$ cat config.mk
export PLATFORM = sky130hd
export DESIGN_NAME = alu_exec_stage
export DESIGN_NICKNAME = d
export VERILOG_FILES = /design/src/rtl/alu_exec_stage_pkg.sv /design/src/rtl/alu_core.sv /design/src/rtl/alu_exec_stage.sv
export SDC_FILE = /design/constraint.sdc
export NUM_CORES = 1
export LEC_CHECK = 0
export BUFFER_PORTS_ARGS = -buffer_cell sky130_fd_sc_hd__buf_2
export CORE_UTILIZATION = 55
export DETAILED_ROUTE_END_ITERATION = 8
export PLACE_DENSITY = 0.77
export SETUP_SLACK_MARGIN = 0.5
export SLEW_MARGIN = 10
export SYNTH_ARGS = -nofsm -noshare
export SYNTH_HDL_FRONTEND = slang
export SYNTH_SLANG_ARGS = --single-unit
export TNS_END_PERCENT = 50
$ cat constraint.sdc
create_clock -name clk -period 4.37 [get_ports clk]
set_input_delay 0.437 -clock clk [delete_from_list [all_inputs] [get_ports clk]]
set_output_delay 0.437 -clock clk [all_outputs]
set_load 0.005 [all_outputs]
$ cat src/rtl/alu_exec_stage_pkg.sv
// Shared processor constants: ALU operation codes and exec-stage buffer states.
// Also used by the ALU control decoder, so codes here are the architectural encoding.
package alu_exec_stage_pkg;

  typedef enum logic [2:0] {
    ALU_ADD = 3'b000,
    ALU_SUB = 3'b001,
    ALU_AND = 3'b010,
    ALU_OR  = 3'b011,
    ALU_SLT = 3'b101
  } alu_op_e;

  typedef enum logic [1:0] {
    ST_EMPTY = 2'b00,
    ST_ONE   = 2'b01,
    ST_TWO   = 2'b10
  } stage_state_e;

  localparam int RD_W = 5;

  function automatic logic op_is_legal(input logic [2:0] op);
    return (op == ALU_ADD) || (op == ALU_SUB) || (op == ALU_AND) ||
           (op == ALU_OR)  || (op == ALU_SLT);
  endfunction

endpackage

$ cat src/rtl/alu_core.sv
// Pure combinational ALU datapath; unsupported codes yield result 0 with illegal set.
module alu_core
  import alu_exec_stage_pkg::*;
#(
  parameter int WIDTH = 32
) (
  input  logic [2:0]       alu_control,
  input  logic [WIDTH-1:0] src_a,
  input  logic [WIDTH-1:0] src_b,
  output logic [WIDTH-1:0] result,
  output logic             zero,
  output logic             illegal
);

  always_comb begin
    result = '0;
    case (alu_control)
      ALU_ADD: result = src_a + src_b;
      ALU_SUB: result = src_a - src_b;
      ALU_AND: result = src_a & src_b;
      ALU_OR:  result = src_a | src_b;
      ALU_SLT: result = {{(WIDTH-1){1'b0}}, ($signed(src_a) < $signed(src_b))};
      default: result = '0;
    endcase
  end

  assign zero    = (result == '0);
  assign illegal = !op_is_legal(alu_control);

endmodule

$ cat src/rtl/alu_exec_stage.sv
// ALU execute stage: one output register plus one skid register behind a
// registered in_ready, so upstream ready never depends combinationally on out_ready.
module alu_exec_stage
  import alu_exec_stage_pkg::*;
#(
  parameter int WIDTH = 32
) (
  input  logic             clk,
  input  logic             rst,
  input  logic             in_valid,
  output logic             in_ready,
  input  logic [2:0]       alu_control,
  input  logic [WIDTH-1:0] src_a,
  input  logic [WIDTH-1:0] src_b,
  input  logic [RD_W-1:0]  rd_in,
  input  logic             flush,
  output logic             out_valid,
  input  logic             out_ready,
  output logic [WIDTH-1:0] result,
  output logic             zero,
  output logic             illegal,
  output logic [RD_W-1:0]  rd_out
);

  typedef struct packed {
    logic [WIDTH-1:0] result;
    logic             zero;
    logic             illegal;
    logic [RD_W-1:0]  rd;
  } entry_t;

  localparam entry_t OUT_RST = '{result: '0, zero: 1'b1, illegal: 1'b0, rd: '0};

  stage_state_e state_q, state_d;
  entry_t       out_q, skid_q, new_e;
  logic         in_ready_q;
  logic         accept, consume;
  logic         load_out, load_skid, pop_skid;

  alu_core #(.WIDTH(WIDTH)) u_core (
    .alu_control (alu_control),
    .src_a       (src_a),
    .src_b       (src_b),
    .result      (new_e.result),
    .zero        (new_e.zero),
    .illegal     (new_e.illegal)
  );
  assign new_e.rd = rd_in;

  assign out_valid = (state_q != ST_EMPTY);
  assign in_ready  = in_ready_q;
  assign accept    = in_valid && in_ready_q;
  assign consume   = out_valid && out_ready;

  always_comb begin
    state_d   = state_q;
    load_out  = 1'b0;
    load_skid = 1'b0;
    pop_skid  = 1'b0;
    if (flush) begin
      state_d = ST_EMPTY;
    end else begin
      case (state_q)
        ST_EMPTY: if (accept) begin
          state_d  = ST_ONE;
          load_out = 1'b1;
        end
        ST_ONE: begin
          if (accept && !consume) begin
            state_d   = ST_TWO;
            load_skid = 1'b1;
          end else if (!accept && consume) begin
            state_d = ST_EMPTY;
          end else if (accept && consume) begin
            load_out = 1'b1;
          end
        end
        // in_ready is low here, so only the skid drain can happen
        ST_TWO: if (consume) begin
          state_d  = ST_ONE;
          pop_skid = 1'b1;
        end
        default: state_d = ST_EMPTY;
      endcase
    end
  end

  always_ff @(posedge clk or negedge rst) begin
    if (!rst) begin
      state_q    <= ST_EMPTY;
      in_ready_q <= 1'b1;
    end else begin
      state_q    <= state_d;
      in_ready_q <= (state_d != ST_TWO);
    end
  end

  // Data registers keep their contents on flush; only the state empties.
  always_ff @(posedge clk or negedge rst) begin
    if (!rst) begin
      out_q  <= OUT_RST;
      skid_q <= '0;
    end else begin
      if (load_out)      out_q <= new_e;
      else if (pop_skid) out_q <= skid_q;
      if (load_skid)     skid_q <= new_e;
    end
  end

  assign result  = out_q.result;
  assign zero    = out_q.zero;
  assign illegal = out_q.illegal;
  assign rd_out  = out_q.rd;

endmodule

Word level (Yosys, flattened, before mapping)
Index checks and enable logic that the tools add are counted.
{"block": "totals", "reg_bits": 81, "inputBits": 77, "output_inout_bits": 41, "elab_cells": 60}
{"block": "op_classes", "add_sub_neg": 2, "order_cmp": 1, "eq_ne": 7, "mux": 21, "bitwise": 2, "n_reduce_logical": 17}
{"operator": "one-hot mux 32 bit (5 select lines)", "count": 1}
{"operator": "two-way mux 39 bit", "count": 2}
{"operator": "adder 32 bit", "count": 1}
{"operator": "bitwise AND 32 bit", "count": 1}
{"operator": "zero test 32 bit", "count": 1}
{"operator": "< comparator 32 bit", "count": 1}
{"operator": "bitwise OR 32 bit", "count": 1}
{"operator": "subtractor 32 bit", "count": 1}
{"operator": "two-way mux 1 bit", "count": 11}
{"operator": "two-way mux 2 bit", "count": 5}
{"operator": "== test 3 x 2 -> 1 bit (second input constant)", "count": 2}
{"operator": "one-hot mux 2 bit (3 select lines)", "count": 1}
{"operator": "logical AND 1 bit", "count": 5}
{"operator": "logical OR 1 bit", "count": 4}
{"operator": "nonzero test 2 bit", "count": 2}
{"operator": "== test 3 x 1 -> 1 bit (second input constant)", "count": 1}
{"operator": "== test 3 bit (second input constant)", "count": 1}
{"operator": "zero test 1 bit", "count": 3}
{"operator": "zero test 3 bit", "count": 1}
{"operator": "== test 2 x 1 -> 1 bit (second input constant)", "count": 1}
{"operator": "== test 2 bit (second input constant)", "count": 1}
{"operator": "zero test 2 bit", "count": 1}
{"operator": "inequality test 2 bit (second input constant)", "count": 1}
{"operator": "one-hot mux 1 bit (2 select lines)", "count": 1}

Logic depth before layout (Yosys ltp)
{"block": "logic_depth", "depth_word": 9, "ltp_mapped": 15}

Hierarchy
From an unflattened synthesis, not the netlist that was laid out.
{"block": "unflattened", "cells_unflattened": 1033, "hier_area_um2": 8811.0}
{"mod": "alu_core", "instances": 1, "cells_per_inst": 762, "area_per_inst_um2": 5385.2, "seq_area_each_um2": 0.0}
{"mod": "alu_exec_stage", "instances": 1, "cells_per_inst": 271, "area_per_inst_um2": 3425.8, "seq_area_each_um2": 2029.4}

Worst setup path after synthesis
No wires, ideal clock.
{"block": "synth_timing", "path_type": "input port to flip-flop", "startpoint": "in src_a[0]", "endpoint": "reg out_q (netlist bit zero)", "setup_ns": 0.073, "arrival_time_ns": 3.764, "t_required_ns": 4.297, "slack_ns": 0.533, "cell_stages": 13, "path_cell_list": "ha_1 fa_1 a21o_1 a221o_2 a21o_1 mux2i_1 a41o_1 or4_1 or4_1 a2111oi_2 and4_1 nand4_1 a21oi_1"}
{"block": "synth_via", "elab_chain_cells": 4, "elab_cells_between_ends": 8}
{"item": "start, declared", "line": "alu_exec_stage.sv:13", "source": "input logic [WIDTH-1:0] src_a,"}
{"item": "subtractor 32 bit (tied with other cells)", "line": "alu_core.sv:19", "source": "ALU_SUB: result = src_a - src_b;"}
{"item": "one-hot mux 32 bit (5 select lines) (*)", "line": "alu_core.sv:17", "source": "case (alu_control)"}
{"item": "zero test 32 bit (*)", "line": "alu_core.sv:27", "source": "assign zero = (result == '0);"}
{"item": "two-way mux 39 bit (*)", "line": "alu_exec_stage.sv:104", "source": "if (load_out) out_q <= new_e;"}
{"item": "end signal, assigned", "line": "alu_exec_stage.sv:104"}
{"item": "end signal, assigned", "line": "alu_exec_stage.sv:105", "source": "else if (pop_skid) out_q <= skid_q;"}
{"item": "end, declared", "line": "alu_exec_stage.sv:35", "source": "entry_t out_q, skid_q, new_e;"}
Every way passes the cells marked *; elsewhere a longest branch is shown, timed or not.
A chain may end at the register's enable or synchronous reset.

Worst setup path after layout
{"block": "layout_timing", "startpoint": "in src_b[0]", "endpoint": "reg out_q (netlist bit zero)"}
{"block": "layout_via", "elab_chain_cells": 4, "elab_cells_between_ends": 8}
{"item": "start, declared", "line": "alu_exec_stage.sv:14", "source": "input logic [WIDTH-1:0] src_b,"}
{"item": "subtractor 32 bit (tied with other cells)", "line": "alu_core.sv:19"}
{"item": "one-hot mux 32 bit (5 select lines) (*)", "line": "alu_core.sv:17"}
{"item": "zero test 32 bit (*)", "line": "alu_core.sv:27"}
{"item": "two-way mux 39 bit (*)", "line": "alu_exec_stage.sv:104"}
Marked as above.

==> run_summary.xml <==
<?xml version="1.0" encoding="UTF-8"?>
<metrics>
  <group name="setup_path">
    <metric name="worstReg2RegEnd" unit="">result[19]$_DFFE_PN0P_</metric>
    <metric name="reg2reg_from" unit="">state_q[0]$_DFF_PN0_</metric>
    <metric name="ff2ff_path_depth" unit="">5</metric>
    <metric name="cp_slowest_stage_delay" unit="ns">0.52</metric>
    <metric name="crit_type" unit="">in2reg</metric>
    <metric name="reg2reg_slack" unit="ns">2.17</metric>
    <metric name="crit_cells" unit="">15</metric>
    <metric name="start_kind" unit="">primary input</metric>
    <metric name="critical_path.cell_chain" unit="">buf_2 -&gt; ha_4 -&gt; inv_2 -&gt; fa_2 -&gt; nand2b_4 -&gt; a2111o_1 -&gt; a211o_2 -&gt; a2111oi_4 -&gt; o31ai_2 -&gt; xnor2_1 -&gt; mux4_2 -&gt; a2111oi_4 -&gt; and4_1 -&gt; nand4_1 -&gt; a21oi_1</metric>
    <metric name="timing.critical_path.arrival" unit="ns">3.99</metric>
    <metric name="crit_path_max_fanout" unit="">4</metric>
    <metric name="worstSetupEndpointType" unit="">flop</metric>
    <metric name="crit_top_cell" unit="">sky130_fd_sc_hd__a2111oi_4</metric>
    <metric name="gate_family_responsible_for_the_most_delay_along_the_worst_path" unit="">compound AO/OA/AOI/OAI gates</metric>
    <metric name="slowest_stage" unit="">sky130_fd_sc_hd__mux4_2</metric>
    <metric name="worst_ep_required_time" unit="ns">4.64</metric>
    <metric name="buf_inv_stages_crit_path" unit="">2</metric>
  </group>
  <group name="die">
    <metric name="dieHeight" unit="um">128</metric>
    <metric name="fp-row-count" unit="">45</metric>
    <metric name="fp.coreArea" unit="mm^2">0.0154</metric>
    <metric name="dieWidth" unit="um">128</metric>
    <metric name="io_pins" unit="">118</metric>
    <metric name="floorplan.initialDensity" unit="%">56.8</metric>
    <metric name="die_area" unit="mm^2">0.0164</metric>
  </group>
  <group name="routing">
    <metric name="drt_first_iter_violations" unit="">1033</metric>
    <metric name="drt_first_pass_iters" unit="">6</metric>
    <metric name="detail_route.vias_per_cell" unit="">6.33</metric>
    <metric name="via_count" unit="">9003</metric>
    <metric name="post_route_wl" unit="mm">27.0</metric>
    <metric name="number_of_remaining_drc_errors" unit="">0</metric>
    <metric name="route.detailed.wl_per_inst" unit="um">18.9</metric>
    <metric name="postRouteAntennaNets" unit="">0</metric>
  </group>
  <group name="timing">
    <metric name="setup-tns-final" unit="ns">0</metric>
    <metric name="final-max-slew-violation-count" unit="">0</metric>
    <metric name="setup_viol" unit="">0</metric>
    <metric name="layout_worst_path_cycle_share" unit="%">85.1</metric>
    <metric name="fmax" unit="MHz">269</metric>
    <metric name="rsz0062_at_grt" unit="">false</metric>
    <metric name="timing.slew.headroom" unit="%">28.1</metric>
    <metric name="fin_skew" unit="ns">0.00580</metric>
    <metric name="timing_worst_slew_pin_value" unit="ns">1.05</metric>
    <metric name="finalHoldViolCount" unit="">0</metric>
    <metric name="period_minus_slack" unit="ns">3.72</metric>
    <metric name="finalWorstSetupSlack" unit="ns">0.652</metric>
  </group>
  <group name="clock_network">
    <metric name="tritoncts_num_sinks" unit="">81</metric>
    <metric name="hold_buffers" unit="">0</metric>
    <metric name="clock_tree.root_cell" unit="">sky130_fd_sc_hd__clkbuf_16</metric>
    <metric name="tritoncts.num_buffers" unit="">9</metric>
    <metric name="cts.clk_slew.worst_paths" unit="ns">0.06</metric>
    <metric name="h-tree-depth" unit="">3</metric>
    <metric name="tritoncts_clock_tree" unit="">yes</metric>
    <metric name="clk_latency" unit="ns">0.34</metric>
    <metric name="clock_path_buffers" unit="">2</metric>
  </group>
  <group name="synthesis">
    <metric name="synthesis.instances" unit="">1097</metric>
    <metric name="synth-edff-count" unit="">0</metric>
    <metric name="netlist-cell-type-count" unit="">85</metric>
    <metric name="syn_nets" unit="">1284</metric>
    <metric name="yosysWarnings" unit="">0</metric>
    <metric name="syn_area" unit="mm^2">0.00873</metric>
    <metric name="ys.flop_type" unit="">sky130_fd_sc_hd__dfrtp_1</metric>
    <metric name="netlist.top_cell.by_area" unit="">sky130_fd_sc_hd__dfrtp_1</metric>
    <metric name="yosys-top-cells-area" unit="">sky130_fd_sc_hd__dfrtp_1 (23%), sky130_fd_sc_hd__ha_1 (15%), sky130_fd_sc_hd__nand2_1 (4.5%)</metric>
    <metric name="postSynthAreaPerCell" unit="um^2">7.96</metric>
    <metric name="post_synthesis_sequential_area_ratio" unit="%">23.2</metric>
    <metric name="synth-async-reset-ratio" unit="%">100</metric>
    <metric name="synth_largest_type_area_fraction" unit="%">22.6</metric>
    <metric name="ys_seq_elements" unit="">81</metric>
  </group>
  <group name="layout">
    <metric name="area_growth_syn_to_layout" unit="%">16.3</metric>
    <metric name="fill_cells" unit="">1341</metric>
    <metric name="num_antenna_cells" unit="">0</metric>
    <metric name="drive_above_1_share" unit="%">21.2</metric>
    <metric name="finalInstanceArea" unit="mm^2">0.0102</metric>
    <metric name="finalNetCount" unit="">1394</metric>
  </group>
  <group name="global_route">
    <metric name="wire_length_of_the_first_global_routing_pass" unit="mm">42.1</metric>
    <metric name="grt-ovfl-total" unit="">0</metric>
    <metric name="global_route.usage.total" unit="%">32.6</metric>
    <metric name="grt_start_max_net_pins" unit="">82</metric>
    <metric name="grt_pass1_vias" unit="">8003</metric>
    <metric name="number_of_antenna_violations_at_the_first_check_in_global_routing" unit="">0</metric>
  </group>
  <group name="power">
    <metric name="power_per_cell_area" unit="mW/mm^2">283</metric>
    <metric name="ir_worst_vdd" unit="mV">0.305</metric>
    <metric name="totalPowerFinal" unit="mW">2.87</metric>
    <metric name="p_leak" unit="nW">4.74</metric>
  </group>
  <group name="place">
    <metric name="detailedPlace.worstSlack" unit="ns">0.104</metric>
    <metric name="gp_routability_congestion" unit="">0.957</metric>
    <metric name="io_buffers" unit="">117</metric>
    <metric name="dpl.hpwl" unit="mm">20.4</metric>
    <metric name="placedInstanceArea" unit="mm^2">0.00961</metric>
  </group>
  <group name="min_path">
    <metric name="holdCritPathClass" unit="">in2async</metric>
  </group>
  <group name="run_status">
    <metric name="run_status" unit="">finished clean</metric>
  </group>
  <group name="flow_run">
    <metric name="drv_cap" unit="">0</metric>
  </group>
</metrics>
[metrics by stage]
step           hold slack [ns]  cells  utilization, %
2_1_floorplan            0.141   1097               -
3_3_place_gp             0.453   1393            62.5
3_5_place_dp             0.457   1393            62.5
4_1_cts                  0.305   1413            64.7
5_1_grt                  0.337   1423            66.0
6_report                 0.255   1423            66.0
[where the power goes]
part           internal (mW)  switching (mW)  leakage, nW
sequential             0.914          0.0904         1.04
combinational          0.471           0.676         3.56
clock                  0.407           0.316        0.140
total                   1.79            1.08         4.74
[worst max path at each step]
stage / startpoint / endpoint / slack, ns
2_1_floorplan: src_a[0] / zero$_DFFE_PN1P_ / 0.53
3_3_place_gp: src_a[0] / zero$_DFFE_PN1P_ / 0.19
3_5_place_dp: src_a[0] / zero$_DFFE_PN1P_ / 0.10
4_1_cts: src_a[0] / zero$_DFFE_PN1P_ / 0.54
5_1_grt: src_b[0] / skid_q[6]$_DFFE_PN0P_ / 0.48
6_report: src_b[0] / zero$_DFFE_PN1P_ / 0.65
[cell usage after synthesis, types with 13 or more instances]
master	instances
sky130_fd_sc_hd__a211oi_1	20
sky130_fd_sc_hd__mux2_2	27
sky130_fd_sc_hd__nand3_1	20
sky130_fd_sc_hd__o21ai_0	77
sky130_fd_sc_hd__nor2_1	69
sky130_fd_sc_hd__ha_1	108
sky130_fd_sc_hd__nor4_1	17
sky130_fd_sc_hd__nor2b_1	17
sky130_fd_sc_hd__nor3_1	24
sky130_fd_sc_hd__o31ai_1	14
sky130_fd_sc_hd__xnor2_1	14
sky130_fd_sc_hd__dfrtp_1	79
sky130_fd_sc_hd__o211ai_1	21
sky130_fd_sc_hd__mux2i_1	26
sky130_fd_sc_hd__a31oi_1	13
sky130_fd_sc_hd__nand2_1	105
sky130_fd_sc_hd__inv_1	103
sky130_fd_sc_hd__clkbuf_1	54
sky130_fd_sc_hd__a21oi_1	78
[cell type report]
class,instances,area (um^2),share of cell area (%)
multi-input cells,845,6210,61.2
flip-flops and latches,81,2030,20.0
repair buffers,163,956,9.42
inverters,107,402,3.96
well taps,211,264,2.60
clock buffers,10,239,2.35
clock inverters,6,47.5,0.468
[per-layer routing]
layer / track usage, % / vias up / wire [um]
li1: - / 4213 / -
met1: 45.7 / 4251 / 11600
met2: 51.8 / 481 / 12200
met3: 4.97 / 58 / 2470
met4: 9.90 / 0 / 649
met5: 0 / - / 0
[logic make-up (layout without fill, tap and decap cells)]
kind of cell / Yosys count / after routing / synth area share, %
simple gates: 311 / 311 / 17.3
compound gates: 354 / 354 / 27.6
buf+inv: 171 / 286 / 7.49
xor+xnor: 15 / 15 / 1.50
mux: 55 / 55 / 6.98
flops: 81 / 81 / 23.2
fa+ha+maj: 110 / 110 / 15.9
[placed cells by master (no fill, tap or decap), drive strengths merged, types with 5 or more instances in the layout]
cell type,instances
nand2b,6
mux2i,26
a22oi,12
mux2,27
a21o,11
a2111o,5
nor2,69
nand4,12
nand2,106
a211o,7
o21a,7
o21bai,6
nor4,17
and2,5
o22ai,9
or3,5
clkbuf,10
or2,9
a221oi,5
o31ai,14
xnor2,14
nor3,24
nor2b,17
a2111oi,8
buf,163
a21oi,80
a211oi,20
o21ai,82
inv,110
nand3,20
dfrtp,79
o211ai,21
ha,108
a31oi,13
or4,10
o2111ai,8
[state kept, by name, indices dropped and copies added, names as in the netlist]
register / flops
illegal: 1
in_ready: 1
rd_out: 5
result: 32
skid_q: 39
state_q: 2
zero: 1
[repair_timing]
action,in CTS,in global routing
buffers inserted,4,10
pin swaps,6,16
resized for setup,3,26
setup endpoints to repair,2,2
No activity file was read; power rests on OpenSTA's default activity.
